==> config.mk <==
export PLATFORM = sky130hd
export DESIGN_NAME = request_issuer
export DESIGN_NICKNAME = d
export VERILOG_FILES = /design/src/rtl/request_issuer.sv
export SDC_FILE = /design/constraint.sdc
export NUM_CORES = 1
export LEC_CHECK = 0
export CAP_MARGIN = 20
export CORE_ASPECT_RATIO = 1.4
export CORE_MARGIN = 10
export CORE_UTILIZATION = 55
export DETAILED_ROUTE_END_ITERATION = 12
export GPL_TIMING_DRIVEN = 0
export PLACE_DENSITY = 0.86
export SLEW_MARGIN = 20
export SYNTH_ARGS = -nofsm -noshare
export SYNTH_HDL_FRONTEND = slang
export SYNTH_SLANG_ARGS = --single-unit
export TNS_END_PERCENT = 30
==> constraint.sdc <==
create_clock -name clk -period 5 [get_ports clk]
set_input_delay 1 -clock clk [delete_from_list [all_inputs] [get_ports clk]]
set_output_delay 1 -clock clk [all_outputs]
set_load 0.03 [all_outputs]
==> src/rtl/request_issuer.sv <==
// request_issuer: programmable strided request generator feeding the
// address/ID/valid/stall pipeline. A job (base, stride, count) is launched by
// a start pulse in IDLE; `count` requests are then issued with addresses
// base, base+stride, ... and free-running IDs, each held while stalled.
//
// Ports:
//   clk, reset      clock, synchronous active-high reset
//   start           job launch, honoured only in IDLE
//   base_addr       first request address (latched on accepted start)
//   stride          per-request address increment (latched on accepted start)
//   count           requests in the job (latched on accepted start)
//   busy            high in ISSUE and DONE
//   done            one-cycle pulse after the last request is accepted
//   out_address     request address
//   out_id          request ID
//   out_valid       request present
//   in_stall        downstream backpressure
//   stall_cycles    stalled-cycle count for the current job
//                   (only with REQUEST_ISSUER_STALL_CNT_EN defined)
//
// Optional feature macro: REQUEST_ISSUER_STALL_CNT_EN
// Width macros: ADDRESS_WIDTH, ID_WIDTH (defaults below if not predefined).

`ifndef ADDRESS_WIDTH
`define ADDRESS_WIDTH 16
`endif
`ifndef ID_WIDTH
`define ID_WIDTH 4
`endif

module request_issuer #(
  parameter int unsigned COUNT_WIDTH = 16,
  parameter int unsigned ID_INIT     = 0
) (
  input  logic                      clk,
  input  logic                      reset,
  input  logic                      start,
  input  logic [`ADDRESS_WIDTH-1:0] base_addr,
  input  logic [`ADDRESS_WIDTH-1:0] stride,
  input  logic [COUNT_WIDTH-1:0]    count,
  output logic                      busy,
  output logic                      done,
  output logic [`ADDRESS_WIDTH-1:0] out_address,
  output logic [`ID_WIDTH-1:0]      out_id,
  output logic                      out_valid,
  input  logic                      in_stall
`ifdef REQUEST_ISSUER_STALL_CNT_EN
  ,
  output logic [31:0]               stall_cycles
`endif
);

  localparam int unsigned AW = `ADDRESS_WIDTH;
  localparam int unsigned IW = `ID_WIDTH;

  typedef enum logic [1:0] {
    IDLE  = 2'd0,
    ISSUE = 2'd1,
    DONE  = 2'd2
  } state_t;

  state_t                 state, state_n;
  logic [AW-1:0]          stride_q, stride_n;
  logic [COUNT_WIDTH-1:0] remaining_q, remaining_n;
  logic [AW-1:0]          address_n;
  logic [IW-1:0]          id_n;
  logic                   valid_n;
  logic                   busy_n;
  logic                   done_n;
  logic                   xfer;
  logic                   start_accept;

  assign xfer         = out_valid & ~in_stall;
  assign start_accept = (state == IDLE) & start;

  // Next-state and next-output computation
  always_comb begin
    state_n     = state;
    stride_n    = stride_q;
    remaining_n = remaining_q;
    address_n   = out_address;
    id_n        = out_id;
    valid_n     = out_valid;

    case (state)
      IDLE: begin
        if (start) begin
          if (count != '0) begin
            stride_n    = stride;
            remaining_n = count;
            address_n   = base_addr;
            valid_n     = 1'b1;
            state_n     = ISSUE;
          end else begin
            state_n = DONE;
          end
        end
      end
      ISSUE: begin
        if (xfer) begin
          remaining_n = remaining_q - COUNT_WIDTH'(1);
          id_n        = out_id + IW'(1);
          address_n   = out_address + stride_q;
          if (remaining_q == COUNT_WIDTH'(1)) begin
            valid_n = 1'b0;
            state_n = DONE;
          end
        end
      end
      DONE: begin
        state_n = IDLE;
      end
      default: begin
        state_n = IDLE;
        valid_n = 1'b0;
      end
    endcase

    // busy/done are registered copies of the state being entered
    busy_n = (state_n != IDLE);
    done_n = (state_n == DONE);
  end

  // State and output registers
  always_ff @(posedge clk) begin
    if (reset) begin
      state       <= IDLE;
      stride_q    <= '0;
      remaining_q <= '0;
      out_address <= '0;
      out_id      <= IW'(ID_INIT);
      out_valid   <= 1'b0;
      busy        <= 1'b0;
      done        <= 1'b0;
    end else begin
      state       <= state_n;
      stride_q    <= stride_n;
      remaining_q <= remaining_n;
      out_address <= address_n;
      out_id      <= id_n;
      out_valid   <= valid_n;
      busy        <= busy_n;
      done        <= done_n;
    end
  end

`ifdef REQUEST_ISSUER_STALL_CNT_EN
  logic [31:0] stall_cycles_n;

  // Stalled-cycle counter: cleared per job, saturating, held after done
  always_comb begin
    stall_cycles_n = stall_cycles;
    if (start_accept) begin
      stall_cycles_n = '0;
    end else if (out_valid && in_stall && (stall_cycles != 32'hFFFF_FFFF)) begin
      stall_cycles_n = stall_cycles + 32'd1;
    end
  end

  always_ff @(posedge clk) begin
    if (reset) begin
      stall_cycles <= '0;
    end else begin
      stall_cycles <= stall_cycles_n;
    end
  end
`else
  logic unused_start_accept;
  assign unused_start_accept = start_accept;
`endif

endmodule

==> reports/metrics.csv <==
metric,value,unit
n_diodes,0,
Routed WL per cell,18.5,um
total grt overflow,0,
drt first pass iters,6,
yosys warns,0,
max-slew violations,0,
dpl ws,1.40,ns
share of layout cells above drive strength 1,5.11,%
largest net degree at the start of global routing,12,
DRT iter0 DRCs,322,
TritonCTS Buffers,9,
DP Area,4250,um^2
area grow syn2layout,30.6,%
HPWL Detailed,8170,um
IO Count,75,
H-tree lvl count,3,
# setup viols final,0,
RD Place Congestion,0.879,
cts repair resizes,0,
Max-Cap Viols,0,
clock power share,35.9,%
CP arrival,3.52,ns
Die Span Y,113,um
DRT Wirelength,11100,um
clock root cell,clkbuf_8,
"Top FF cell, synth",dfxtp_1,
Clock Tree Buf Depth,2,
first-pass GRT wire length,18200,um
Cells after Synth,439,
maximum fanout along the worst path,10,
register area,1140,um^2
Netlist cell types,52,
Post-synth ARST share,0,%
site row count,34,
GRT Total Usage,22.6,%
via count,3809,
Mapped Area,3430,um^2
Reg power frac,37.2,%
Clock Skews,0.00917,ns
FF-to-FF path depth,8,
"EDFF count, synth",0,
TritonCTS clock tree,built,
status,"finished, final reports clean",
Post-CTS Setup Bufs,0,
Max transition margin,52.2,%
drt via density,6.35,
Peak VDD IR,201,uV
Setup crit end kind,flop,
"Seq/Total Area, Yosys",33.3,%
register bit total from synthesis,57,
initial core utilization,56.0,%
die footprint,9840,um^2
hold_ws,0.483,ns
"Clk Latency, worst-skew pair",0.36,ns
initial antenna violation count,0,
final worst slack,1.73,ns
Startpoint Class,primary input,
RSZ-0062 raised after global routing,no,
Core ar.,6130,um^2
final cell count without fillers,600,
Worst Hold Depth,2,
critical path type,primary input to flop,
Die Width,86.8,um
pwr/cell area,313,nW/um^2
final instance area,4480,um^2
post-route DRC violation count,0,
Layout Nets,594,
Final period util,65.4,%
"Reg clk slew, reported paths",0.07,ns
multi-input logic area,2160,um^2
Leak,1.84,nW
Syn Area/Cell,7.82,um^2
setup_tns,0,ns
# fillers,476,
vias in the first global route,3856,
power share of the combinational group,26.8,%
DRT antenna net count,0,
cell count after placement,584,
port bufs,73,
Post-CTS Hold Buffers,0,
final hold violations,0,
Sw Pwr,0.458,mW
sw frac,32.7,%
Final min period,3.27,ns
total clock sinks,57,
slew at the pin with the worst max-slew slack,0.715,ns
Syn Nets,510,
Fmax,306,MHz
Hold Path Class,flop to flop,
data required time at the worst endpoint,5.25,ns
P_int,0.943,mW
[power by group through the flow]
stage / registers, mW / logic (mW) / clock network (mW)
after floorplan: 0.549 / 0.212 / 0
after global placement: 0.528 / 0.358 / 0
after detailed placement: 0.530 / 0.366 / 0
after CTS: 0.520 / 0.370 / 0.501
after global routing: 0.525 / 0.410 / 0.529
final: 0.521 / 0.376 / 0.503
[cell type report]
cell class                 count  share of cell area [%]
timing repair buffer          73                    16.3
inverter                       7                   0.586
tap                           72                    2.01
sequential                    57                    25.5
clock buffer                  10                    3.07
buffer                        25                    2.23
clock inverter                 6                    2.04
multi-input combinational    350                    48.3
[worst max-delay path, stage by stage]
cell and delay, ns:
clkdlybuf4s50_1 0.42, nor4_1 0.51, nand4_1 0.35, a21oi_1 0.33, clkbuf_1 0.50, a211oi_1 0.11, a311oi_1 0.31
[per-layer routing]
| metal | share of wire (%) | vias to the layer above | track usage, % |
|---|---|---|---|
| met5 | 0 | - | 0 |
| met4 | 5.2 | 0 | 14.0 |
| met3 | 7.8 | 54 | 6.28 |
| met2 | 50 | 209 | 38.4 |
| met1 | 37 | 1769 | 24.0 |
| li1 | - | 1777 | - |
[through the flow]
stage	power [mW]	util, %
after floorplan	0.761	-
after global placement	0.887	69.4
after detailed placement	0.897	69.4
after CTS	1.39	73.1
after global routing	1.46	73.1
final	1.40	73.1
[cells in the mapped netlist (5+ instances only)]
| cell type | count | area share, % |
|---|---|---|
| nor2_1 | 63 | 6.9 |
| dfxtp_1 | 57 | 33 |
| nor3_1 | 14 | 2.0 |
| nand3_1 | 14 | 2.0 |
| and3_1 | 5 | 0.91 |
| inv_1 | 7 | 0.77 |
| clkbuf_1 | 20 | 2.2 |
| nor4_1 | 6 | 1.1 |
| a31oi_1 | 8 | 1.5 |
| mux2i_1 | 19 | 5.5 |
| a21oi_1 | 33 | 4.8 |
| buf_2 | 5 | 0.73 |
| xnor2_1 | 6 | 1.5 |
| o21ai_0 | 29 | 4.2 |
| a211oi_1 | 9 | 2.0 |
| a22oi_1 | 8 | 1.8 |
| a21o_1 | 7 | 1.5 |
| nand2_1 | 49 | 5.4 |
| ha_1 | 18 | 6.6 |
| o41ai_1 | 5 | 1.3 |
| o31ai_1 | 5 | 1.1 |
[cells in the final DEF (no fill, tap or decap), types with 4 or more instances in the layout]
cell,Yosys,final
a211oi_1,9,9
a21o_1,7,7
a21oi_1,33,33
a22oi_1,8,8
a31oi_1,8,8
and3_1,5,5
buf_2,5,5
clkbuf_1,20,20
clkbuf_8,0,10
clkdlybuf4s50_1,0,73
dfxtp_1,57,57
ha_1,18,18
inv_1,7,7
mux2i_1,19,19
nand2_1,49,49
nand3_1,14,14
nand4_1,4,4
nor2_1,63,63
nor3_1,14,14
nor4_1,6,6
o211ai_1,4,4
o21ai_0,29,29
o31ai_1,5,5
o41ai_1,5,5
xnor2_1,6,6
[kinds of logic (layout without fill, tap and decap cells)]
family / Yosys count / count (layout) / share of synthesized area, %
xor gates and xnor gates: 8 / 8 / 2.04
and+or+nand+nor: 181 / 181 / 25.0
DFF: 57 / 57 / 33.3
AOI/OAI and AO/OA: 123 / 123 / 23.3
buffers and inverters: 32 / 121 / 3.68
muxes: 19 / 19 / 5.54
adders and majority gates: 19 / 19 / 7.15
[state kept, by name, indices dropped and copies added, names as in the netlist]
name         cells
out_address     16
remaining_q     16
stride_q        16
out_id           4
state            2
busy             1
done             1
out_valid        1
[worst paths after layout]
kind,to,slack (ns),from
hold reg to reg,remaining_q[14],0.48,remaining_q[14]
setup reg to reg,out_address[12],2.50,out_address[0]
hold / removal,remaining_q[14],0.48,remaining_q[14]
setup / recovery,out_address[12],1.73,count[3]
(Power assumes the default switching activity.)
==> edit, RTL diff (same flow settings) <==
Set the macro `ADDRESS_WIDTH` to 18 (it was 16).
--- a/src/rtl/request_issuer.sv
+++ b/src/rtl/request_issuer.sv
@@ -22,7 +22,7 @@
 // Width macros: ADDRESS_WIDTH, ID_WIDTH (defaults below if not predefined).
 
 `ifndef ADDRESS_WIDTH
-`define ADDRESS_WIDTH 16
+`define ADDRESS_WIDTH 18
 `endif
 `ifndef ID_WIDTH
 `define ID_WIDTH 4
Interface: changed (resized base_addr, out_address and stride); port bits go from 75 to 81. No check against the original RTL was run, so the function may have changed too.
==> edit against the original RTL <==
- power grew 0.45%
- largest cell class unchanged
- highest routed layer unchanged
- area after synthesis grew 7.1%
- sequential cell count grew 4
- design area grew 6.2%
- worst hold slack lost 21 ps
- largest power group unchanged
- worst setup slack gained 120 ps
- combinational power grew 8.8%
- utilization shrank 0.22 points
- routed wire length grew 7.0%
- first-iteration DRC count grew 22%
- critical path type unchanged
==> edit: results (changes against the original RTL) <==
[setup_path]
rr_worst_depth=9  ; was 8
critical_path.top_delay_family=simple AND/OR/NAND/NOR gates  ; was buffers and inverters
reg2reg_slack_ps=2510  ; was 2500 ps

[global_route]
grtUsageMet2_pct=42.6  ; was 38.4%
grt_use_met1_pct=24.7  ; was 24.0%
grt_pass1_wl_um=19100  ; was 18200 µm
groute.layer.met3.usage_pct=3.70  ; was 6.28%

[cells_and_area]
num-multi-input-gates=388  ; was 350
multi_input_area_share_pct=48.2  ; was 48.3%
reg.largest.list=out_address (18), stride_q (18), remaining_q (16)  ; was out_address (16), remaining_q (16), stride_q (16)
sh_seq_area_pct=25.7  ; was 25.5%
num-nonclk-buffers=110  ; was 98
area_share_clock_buf_inv_pct=4.02  ; was 5.11%

[drt]
vias=4070  ; was 3809
wl_met3_um=988  ; was 867 µm
drt_pass1_iterations=5  ; was 6

[pwr]
combPwrFrac_pct=29.1  ; was 26.8%

[synth]
synth_compound_area_share_pct=24.5  ; was 23.3%
yosysSeqAreaShare_pct=33.2  ; was 33.3%
yosys_register_bits=61  ; was 57
synth.area.top_cells=dfxtp_1 (33%), nand2_1 (9.1%), a21oi_1 (8.9%), ha_1 (6.8%), nor2_1 (4.9%)  ; was dfxtp_1 (33%), nor2_1 (6.9%), ha_1 (6.6%), mux2i_1 (5.5%), nand2_1 (5.4%)
synth_nets=563  ; was 510
synth_cell_types=62  ; was 52
synth_commonest_cells=nand2_1 (89), a21oi_1 (65), dfxtp_1 (61), nor2_1 (48), clkbuf_1 (23)  ; was nor2_1 (63), dfxtp_1 (57), nand2_1 (49), a21oi_1 (33), o21ai_0 (29)
synth_fa_ha_area_share_pct=7.36  ; was 7.15%
synthMuxAreaShare_pct=1.91  ; was 5.54%

[status]
status=finished clean  ; unchanged

[placement]
pre_cts_ws_ps=1560  ; was 1400 ps
numPortBuffers=80  ; was 73

[hold_path]
hold_start=stride_q[12]  ; was remaining_q[14]

## edit: cell count changes after synthesis, moves of 4 or more
| cell | delta |
|---|---|
| a22oi_1 | -4 |
| a21oi_1 | +32 |
| a31oi_1 | -7 |
| nand2_1 | +40 |
| o21ai_0 | -15 |
| nor2_1 | -15 |
| mux2i_1 | -12 |
| xor2_1 | +4 |
| o21ai_1 | +16 |
| xnor2_1 | +5 |
| dfxtp_1 | +4 |
## edit: through the flow
stage          hold WS, ps  instance area (µm²)  power, W  cells
5_1_grt                471                 4760   0.00146    656
6_report               462                 4760   0.00141    656
3_3_place_gp           449                 4570  0.000957    640
3_5_place_dp           453                 4570  0.000967    640
4_1_cts                463                 4760   0.00140    656
2_1_floorplan          440                 3670  0.000821    486
## edit: cell families after synthesis
| family | Yosys count |
|---|---|
| flops | 61 |
| compound gates | 144 |
| buf+inv | 37 |
| fa+ha+maj | 21 |
| simple gates | 199 |
| xor+xnor | 17 |
| mux | 7 |
